--- src/rtl/clk_rst_pkg.sv ---
// Shared types for the clock/reset sequencing subsystem.
package clk_rst_pkg;

  typedef enum logic [1:0] {
    HOLD,
    RELEASE,
    DONE
  } seq_state_e;

endpackage

--- src/rtl/clk_rst_seq_gen_if.sv ---
// Control/status bundle of clk_rst_seq_gen: divider programming, software
// reset request, divided clocks, ticks and sequenced resets.
interface clk_rst_seq_gen_if #(
  parameter int unsigned NUM_CH = 4,
  parameter int unsigned DIV_W  = 8
);
  logic [NUM_CH-1:0]       ch_en_i;
  logic [NUM_CH*DIV_W-1:0] div_i;
  logic                    sw_rst_i;
  logic [NUM_CH-1:0]       clk_o;
  logic [NUM_CH-1:0]       tick_o;
  logic [NUM_CH-1:0]       rst_no;
  logic                    seq_done_o;

  modport master (
    output ch_en_i, div_i, sw_rst_i,
    input  clk_o, tick_o, rst_no, seq_done_o
  );

  modport slave (
    input  ch_en_i, div_i, sw_rst_i,
    output clk_o, tick_o, rst_no, seq_done_o
  );
endinterface

--- src/rtl/clk_div_ch.sv ---
// One glitch-free programmable clock divider channel; half period is div_q+1
// cycles, divider value and enable only take effect at a rising boundary.
module clk_div_ch #(
  parameter int unsigned DIV_W = 8
) (
  input  logic             clk_i,
  input  logic             arst_ni,
  input  logic             en_i,
  input  logic [DIV_W-1:0] div_i,
  output logic             clk_o,
  output logic             tick_o
);

  logic [DIV_W-1:0] cnt;
  logic [DIV_W-1:0] div_q;
  logic             running;

  always_ff @(posedge clk_i or negedge arst_ni) begin
    if (!arst_ni) begin
      cnt     <= '0;
      div_q   <= '0;
      running <= 1'b0;
      clk_o   <= 1'b0;
      tick_o  <= 1'b0;
    end else begin
      tick_o <= 1'b0;
      if (!running) begin
        if (en_i) begin
          running <= 1'b1;
          clk_o   <= 1'b1;
          cnt     <= '0;
          div_q   <= div_i;
          tick_o  <= 1'b1;
        end
      end else if (cnt != div_q) begin
        cnt <= cnt + 1'b1;
      end else begin
        cnt <= '0;
        if (clk_o) begin
          clk_o <= 1'b0;
        end else if (en_i) begin
          clk_o  <= 1'b1;
          tick_o <= 1'b1;
          div_q  <= div_i;
        end else begin
          // A dropped enable is only honoured once the low phase has completed.
          running <= 1'b0;
        end
      end
    end
  end

endmodule

--- src/rtl/clk_rst_seq_gen.sv ---
// NUM_CH divided clocks plus active-low resets released in channel order,
// with a software-triggered restart of the release sequence.
module clk_rst_seq_gen
  import clk_rst_pkg::*;
#(
  parameter int unsigned NUM_CH   = 4,
  parameter int unsigned DIV_W    = 8,
  parameter int unsigned HOLD_CYC = 16,
  parameter int unsigned GAP_CYC  = 4
) (
  input  logic              clk_i,
  input  logic              arst_ni,
  clk_rst_seq_gen_if.slave  bus
);

  localparam int unsigned HOLD_W = $clog2(HOLD_CYC + 1);
  localparam int unsigned GAP_W  = $clog2(GAP_CYC + 1);
  localparam int unsigned IDX_W  = (NUM_CH > 1) ? $clog2(NUM_CH) : 1;

  logic [NUM_CH-1:0] clk_vec;
  logic [NUM_CH-1:0] tick_vec;

  for (genvar c = 0; c < NUM_CH; c++) begin : g_ch
    clk_div_ch #(
      .DIV_W (DIV_W)
    ) u_div (
      .clk_i   (clk_i),
      .arst_ni (arst_ni),
      .en_i    (bus.ch_en_i[c]),
      .div_i   (bus.div_i[c*DIV_W +: DIV_W]),
      .clk_o   (clk_vec[c]),
      .tick_o  (tick_vec[c])
    );
  end

  seq_state_e        state_q, state_d;
  logic [HOLD_W-1:0] hold_q, hold_d;
  logic [GAP_W-1:0]  gap_q, gap_d;
  logic [IDX_W-1:0]  idx_q, idx_d, idx_inc;
  logic [NUM_CH-1:0] rst_q, rst_d;
  logic              done_q, done_d;

  assign idx_inc = idx_q + 1'b1;

  always_ff @(posedge clk_i or negedge arst_ni) begin
    if (!arst_ni) begin
      state_q <= HOLD;
      hold_q  <= '0;
      gap_q   <= '0;
      idx_q   <= '0;
      rst_q   <= '0;
      done_q  <= 1'b0;
    end else begin
      state_q <= state_d;
      hold_q  <= hold_d;
      gap_q   <= gap_d;
      idx_q   <= idx_d;
      rst_q   <= rst_d;
      done_q  <= done_d;
    end
  end

  always_comb begin
    state_d = state_q;
    hold_d  = hold_q;
    gap_d   = gap_q;
    idx_d   = idx_q;
    rst_d   = rst_q;
    done_d  = done_q;
    if (bus.sw_rst_i) begin
      state_d = HOLD;
      hold_d  = '0;
      gap_d   = '0;
      idx_d   = '0;
      rst_d   = '0;
      done_d  = 1'b0;
    end else begin
      unique case (state_q)
        HOLD: begin
          rst_d = '0;
          if (hold_q == HOLD_W'(HOLD_CYC - 1)) begin
            hold_d   = '0;
            gap_d    = '0;
            idx_d    = '0;
            rst_d[0] = 1'b1;
            if (NUM_CH == 1) begin
              state_d = DONE;
              done_d  = 1'b1;
            end else begin
              state_d = RELEASE;
            end
          end else begin
            hold_d = hold_q + 1'b1;
          end
        end
        RELEASE: begin
          if (gap_q == GAP_W'(GAP_CYC - 1)) begin
            gap_d          = '0;
            idx_d          = idx_inc;
            rst_d[idx_inc] = 1'b1;
            if (idx_inc == IDX_W'(NUM_CH - 1)) begin
              state_d = DONE;
              done_d  = 1'b1;
            end
          end else begin
            gap_d = gap_q + 1'b1;
          end
        end
        DONE: ;
        default: state_d = HOLD;
      endcase
    end
  end

  assign bus.clk_o      = clk_vec;
  assign bus.tick_o     = tick_vec;
  assign bus.rst_no     = rst_q;
  assign bus.seq_done_o = done_q;

endmodule
--- src/flat_wrapper.sv ---
// flat-port wrapper written by rule: the top's interface ports become plain ports
module clk_rst_seq_gen_flat import clk_rst_pkg::*;
#(
  parameter int unsigned NUM_CH   = 4,
  parameter int unsigned DIV_W    = 8,
  parameter int unsigned HOLD_CYC = 16,
  parameter int unsigned GAP_CYC  = 4
)
  (clk_i, arst_ni, bus_ch_en_i, bus_div_i, bus_sw_rst_i, bus_clk_o, bus_tick_o, bus_rst_no, bus_seq_done_o);
  clk_rst_seq_gen_if #(.NUM_CH(NUM_CH), .DIV_W(DIV_W)) bus_i ();
  input  logic clk_i;
  input  logic arst_ni;
  input wire logic [$bits(bus_i.ch_en_i)-1:0] bus_ch_en_i;
  input wire logic [$bits(bus_i.div_i)-1:0] bus_div_i;
  input wire logic [$bits(bus_i.sw_rst_i)-1:0] bus_sw_rst_i;
  output wire logic [$bits(bus_i.clk_o)-1:0] bus_clk_o;
  output wire logic [$bits(bus_i.tick_o)-1:0] bus_tick_o;
  output wire logic [$bits(bus_i.rst_no)-1:0] bus_rst_no;
  output wire logic [$bits(bus_i.seq_done_o)-1:0] bus_seq_done_o;
  assign bus_i.ch_en_i = bus_ch_en_i;
  assign bus_i.div_i = bus_div_i;
  assign bus_i.sw_rst_i = bus_sw_rst_i;
  assign bus_clk_o = bus_i.clk_o;
  assign bus_tick_o = bus_i.tick_o;
  assign bus_rst_no = bus_i.rst_no;
  assign bus_seq_done_o = bus_i.seq_done_o;
  clk_rst_seq_gen #(.NUM_CH(NUM_CH), .DIV_W(DIV_W), .HOLD_CYC(HOLD_CYC), .GAP_CYC(GAP_CYC)) u_core (.clk_i(clk_i), .arst_ni(arst_ni), .bus(bus_i));
endmodule
--- config.mk ---
export PLATFORM = sky130hd
export DESIGN_NAME = clk_rst_seq_gen_flat
export DESIGN_NICKNAME = d
export VERILOG_FILES = /design/src/rtl/clk_rst_pkg.sv /design/src/rtl/clk_rst_seq_gen_if.sv /design/src/rtl/clk_div_ch.sv /design/src/rtl/clk_rst_seq_gen.sv /design/src/flat_wrapper.sv
export SDC_FILE = /design/constraint.sdc
export NUM_CORES = 1
export LEC_CHECK = 0
export ABC_AREA = 1
export BUFFER_PORTS_ARGS = -buffer_cell sky130_fd_sc_hd__buf_2
export CORE_UTILIZATION = 53
export CTS_BUF_LIST = sky130_fd_sc_hd__clkbuf_8
export DETAILED_ROUTE_END_ITERATION = 6
export PLACE_DENSITY = 0.85
export REMOVE_ABC_BUFFERS = 1
export SYNTH_ARGS = -nofsm -noshare
export SYNTH_HDL_FRONTEND = slang
export SYNTH_HIERARCHICAL = 1
export SYNTH_SLANG_ARGS = --single-unit
--- constraint.sdc ---
create_clock -name clk_i -period 1.1 [get_ports clk_i]
set_input_delay 0.055 -clock clk_i [delete_from_list [all_inputs] [get_ports clk_i]]
set_output_delay 0.055 -clock clk_i [all_outputs]
set_load 0.005 [all_outputs]
==> summary.txt <==
Critical path
  – Worst Path Class, Setup: flop to flop
  – CP Max Fanout: 8
  – WP buf/inv: 2
  – CP max stage delay: 0.45 ns
  – Slowest-stage cell, CP: dfrtp_1
  – Delay-heaviest family, CP: simple AND/OR/NAND/NOR gates
  – Reg2reg start: u_core/g_ch[0].u_div/div_q[5]$_DFFE_PN0P_
  – Crit path cell chain: inv_1, nand2_1, nand2_1, nand2_2, nor2_4, nand4_1, buf_6, nand3_4, nand2_2
  – CP startpoint: u_core/g_ch[0].u_div/div_q[5]$_DFFE_PN0P_
  – Startpoint types: flop
  – Critical Path End Type: flop
  – WP data arrival: ~2.0 ns
  – Critical Path RT: ~1.4 ns

Route
  – Vias: 5827
  – Drt via density: roughly 6.2
  – WL/cell: around 22 um
  – DR pass1 iterations: 7
  – Final ANT Viol Nets: 0
  – DRC violations left: 1
  – Detailed Route Iter0 Violations: 440
  – DRT Wirelength: a little over 20000 um

Die
  – Standard-cell rows: 34
  – Core area: ~9000 sq um
  – Io pins: 52
  – Starting density of the core: 0.554
  – Chip Height: slightly below 100 um
  – Die X: roughly 98 um
  – Die area: 9590 sq um

Synth
  – Seq/Total Area, Yosys: 0.477
  – Syn Area/Cell: between 8 and 9 sq um
  – Post-synth top area share: 0.477
  – Synth area leader: dfrtp_1
  – Synth Instances: 601
  – Top cells by area, synth: dfrtp_1 (48%), nand2_1 (13%), nand3_1 (9.3%)
  – Post-synthesis mux area share: 0
  – Post-synthesis adder-cell area fraction: 0.0256
  – Main combinational cell family by area after synthesis: simple AND/OR/NAND/NOR gates
  – Yosys cell types: 23
  – Ys Warns: 6
  – Mapped cell area: roughly 4900 sq um
  – Compound-Gate Fraction of Synth Area: 0.0597
  – Post-synthesis simple-gate area fraction: 0.297
  – XOR/XNOR Fraction of Synth Area: 0.0682
  – Synth Register Bits: 93

Timing
  – Final Setup Violations: 92
  – Hold Violations, Final: 0
  – FMAX: roughly 590 MHz
  – Max-slew violation count: 0
  – Clk_skew: around 0.015 ns
  – Slew headroom: 0.688
  – Tcrit/Tclk final: 1.55
  – Crit path time final: ~1.7 ns
  – RSZ-0062 raised after global routing: true
  – Measured slew at the worst slew-check pin: 0.467 ns
  – Fin worst setup slack: -0.608 ns
  – Setup TNS: -35.86 ns

Clock network
  – CTS sink count: 93
  – CTS tree: yes
  – Root buffer cell: clkbuf_8
  – Total CTS buffers: 9
  – Clk_lat worst skew: between 0.3 and 0.4 ns
  – H-tree depth: 3
  – Clock Tree Buf Depth: 2
  – Reg clk slew, reported paths: 0.11 ns

Placed design
  – Placed inst area: 5970 sq um
  – RePlAce Congestion: 0.846
  – DP Wirelength: around 8800 um
  – Port bufs: 51

Pwr
  – Net Sw Frac: 0.419
  – Internal power: around 8 mW
  – Switching component of the power: 5.62 mW
  – Sequential share of power: 0.368
  – Power per Cell Area: 1740 nW/um^2
  – Clock power share: 0.160
  – Combinational power share: 0.472
  – Max IR drop VDD: 1.14 mV
  – Static leakage: around 4 nW

Min path
  – Hold_sp: bus_ch_en_i[3]
  – Worst min path class: primary input to flop

Final layout
  – Area Overhead vs Synth: 57.8%
  – Commonest non-fill, non-tap cells in the layout: nand2_1 (128), buf_4 (109), dfrtp_1 (88)
  – Final nets: a little under 900
  – Layout cells sized above 1: 0.476
  – Commonest non-fill, non-tap cell in the layout: nand2_1
  – Design area: about 7700 sq um
  – Antenna cells: 0

Outcome
  – Status: complete, but fails checks
  – Failing checks: design-rule violations, negative setup slack

GRT
  – Via count of the first global-routing pass: approximately 5600
  – Initial antenna violation count: 0
  – First-pass GRT wire length: around 27000 um
  – Largest net degree at the start of global routing: 34
  – Total track usage: 0.355
  – GR Overflow Total: 0

Flow run
  – Max Cap Violations: 0
[synthesized netlist by cell type (all sizes together)]
| master | instances |
|---|---|
| a22o | 1 |
| ha | 10 |
| xor2 | 22 |
| o211ai | 7 |
| nand4 | 7 |
| inv | 74 |
| nor2 | 42 |
| o22ai | 12 |
| nand2 | 181 |
| xnor2 | 16 |
| dfrtp | 93 |
| nor3 | 7 |
| buf | 9 |
| o21ai | 28 |
| nand3 | 91 |
| nand3b | 1 |
[final cells by class]
class / instances / area (sq um)
fill: 384 / 1100
inverter: 74 / 278
sequential: 93 / 2330
clock inverter: 6 / 40.0
timing repair buffer: 217 / 1700
multi-input combinational: 429 / 3090
clock buffer: 9 / 124
tap: 108 / 135
[registers in the layout, summed over array words and instances, names as in the netlist]
signal                     count
u_core/bus.seq_done_o          1
u_core/state_q                 2
u_core/g_ch.u_div/running      4
u_core/hold_q                  5
u_core/bus.rst_no              4
u_core/g_ch.u_div/tick_o       4
u_core/g_ch.u_div/clk_o        4
u_core/g_ch.u_div/div_q       32
u_core/g_ch.u_div/cnt         32
u_core/gap_q                   3
u_core/idx_q                   2
[routing by layer]
| metal | GRT usage | routed length (um) |
|---|---|---|
| met5 | 0 | 0 |
| met2 | 0.639 | 10100 |
| met3 | 0.0680 | 1810 |
| met1 | 0.387 | 6870 |
| met4 | 0.210 | 1930 |
[timing repair]
item / CTS / global route
endpoints found under the setup margin: 93 / 94
pin swaps: 68 / 62
buffers inserted: 18 / 18
hold endpoints to repair: 126 / 0
hold buffers: 34 / 0
gates cloned: 2 / 2
gates resized for setup: 136 / 115
[power groups by stage]
| stage | Sequential [mW] | Combinational (mW) | Clock, mW |
|---|---|---|---|
| floorplan | 4.84 | 1.99 | 0 |
| finish | 4.93 | 6.32 | 2.14 |
| detailed placement | 4.79 | 3.95 | 0 |
| global route | 4.99 | 6.64 | 2.27 |
| CTS | 4.77 | 4.66 | 2.08 |
| global placement | 4.73 | 3.74 | 0 |
[cells by family after synthesis]
kind of cell	Yosys count
xor gates and xnor gates	38
buffers and inverters	83
AOI/OAI and AO/OA	48
adders and majority gates	10
DFF	93
and+or+nand+nor	329
[metrics by stage]
stage	hold WS (ns)	total power, mW	cells	util	setup WS (ns)
after CTS	0.00628	11.5	917	0.808	-0.256
after global placement	-0.0222	8.46	851	0.678	-0.289
after floorplan	-0.241	6.82	592	-	-0.140
after global routing	0.0158	13.9	936	0.875	-0.678
final	0.0135	13.4	936	0.875	-0.608
after detailed placement	-0.0115	8.74	851	0.678	-0.394
[worst min-delay path, stage by stage]
cell,delay (ns)
buf_2,0.12
inv_1,0.08
o211ai_1,0.10
[final timing paths]
kind / end / slack, ns / cells after the start
max in group asynchronous: u_core/g_ch[3].u_div/div_q[1]$_DFFE_PN0P_ / 0.41 / 3
min: u_core/g_ch[3].u_div/running$_DFF_PN0_ / 0.01 / 3
min in group asynchronous: u_core/bus.rst_no[0]$_DFFE_PN0P_ / 0.14 / 2
max: u_core/g_ch[0].u_div/div_q[6]$_DFFE_PN0P_ / -0.61 / 9
min reg2reg: u_core/bus.rst_no[0]$_DFFE_PN0P_ / 0.50 / 2
max reg2reg: u_core/g_ch[0].u_div/div_q[6]$_DFFE_PN0P_ / -0.61 / 9
Note: power is estimated with default switching activity, not from simulation.
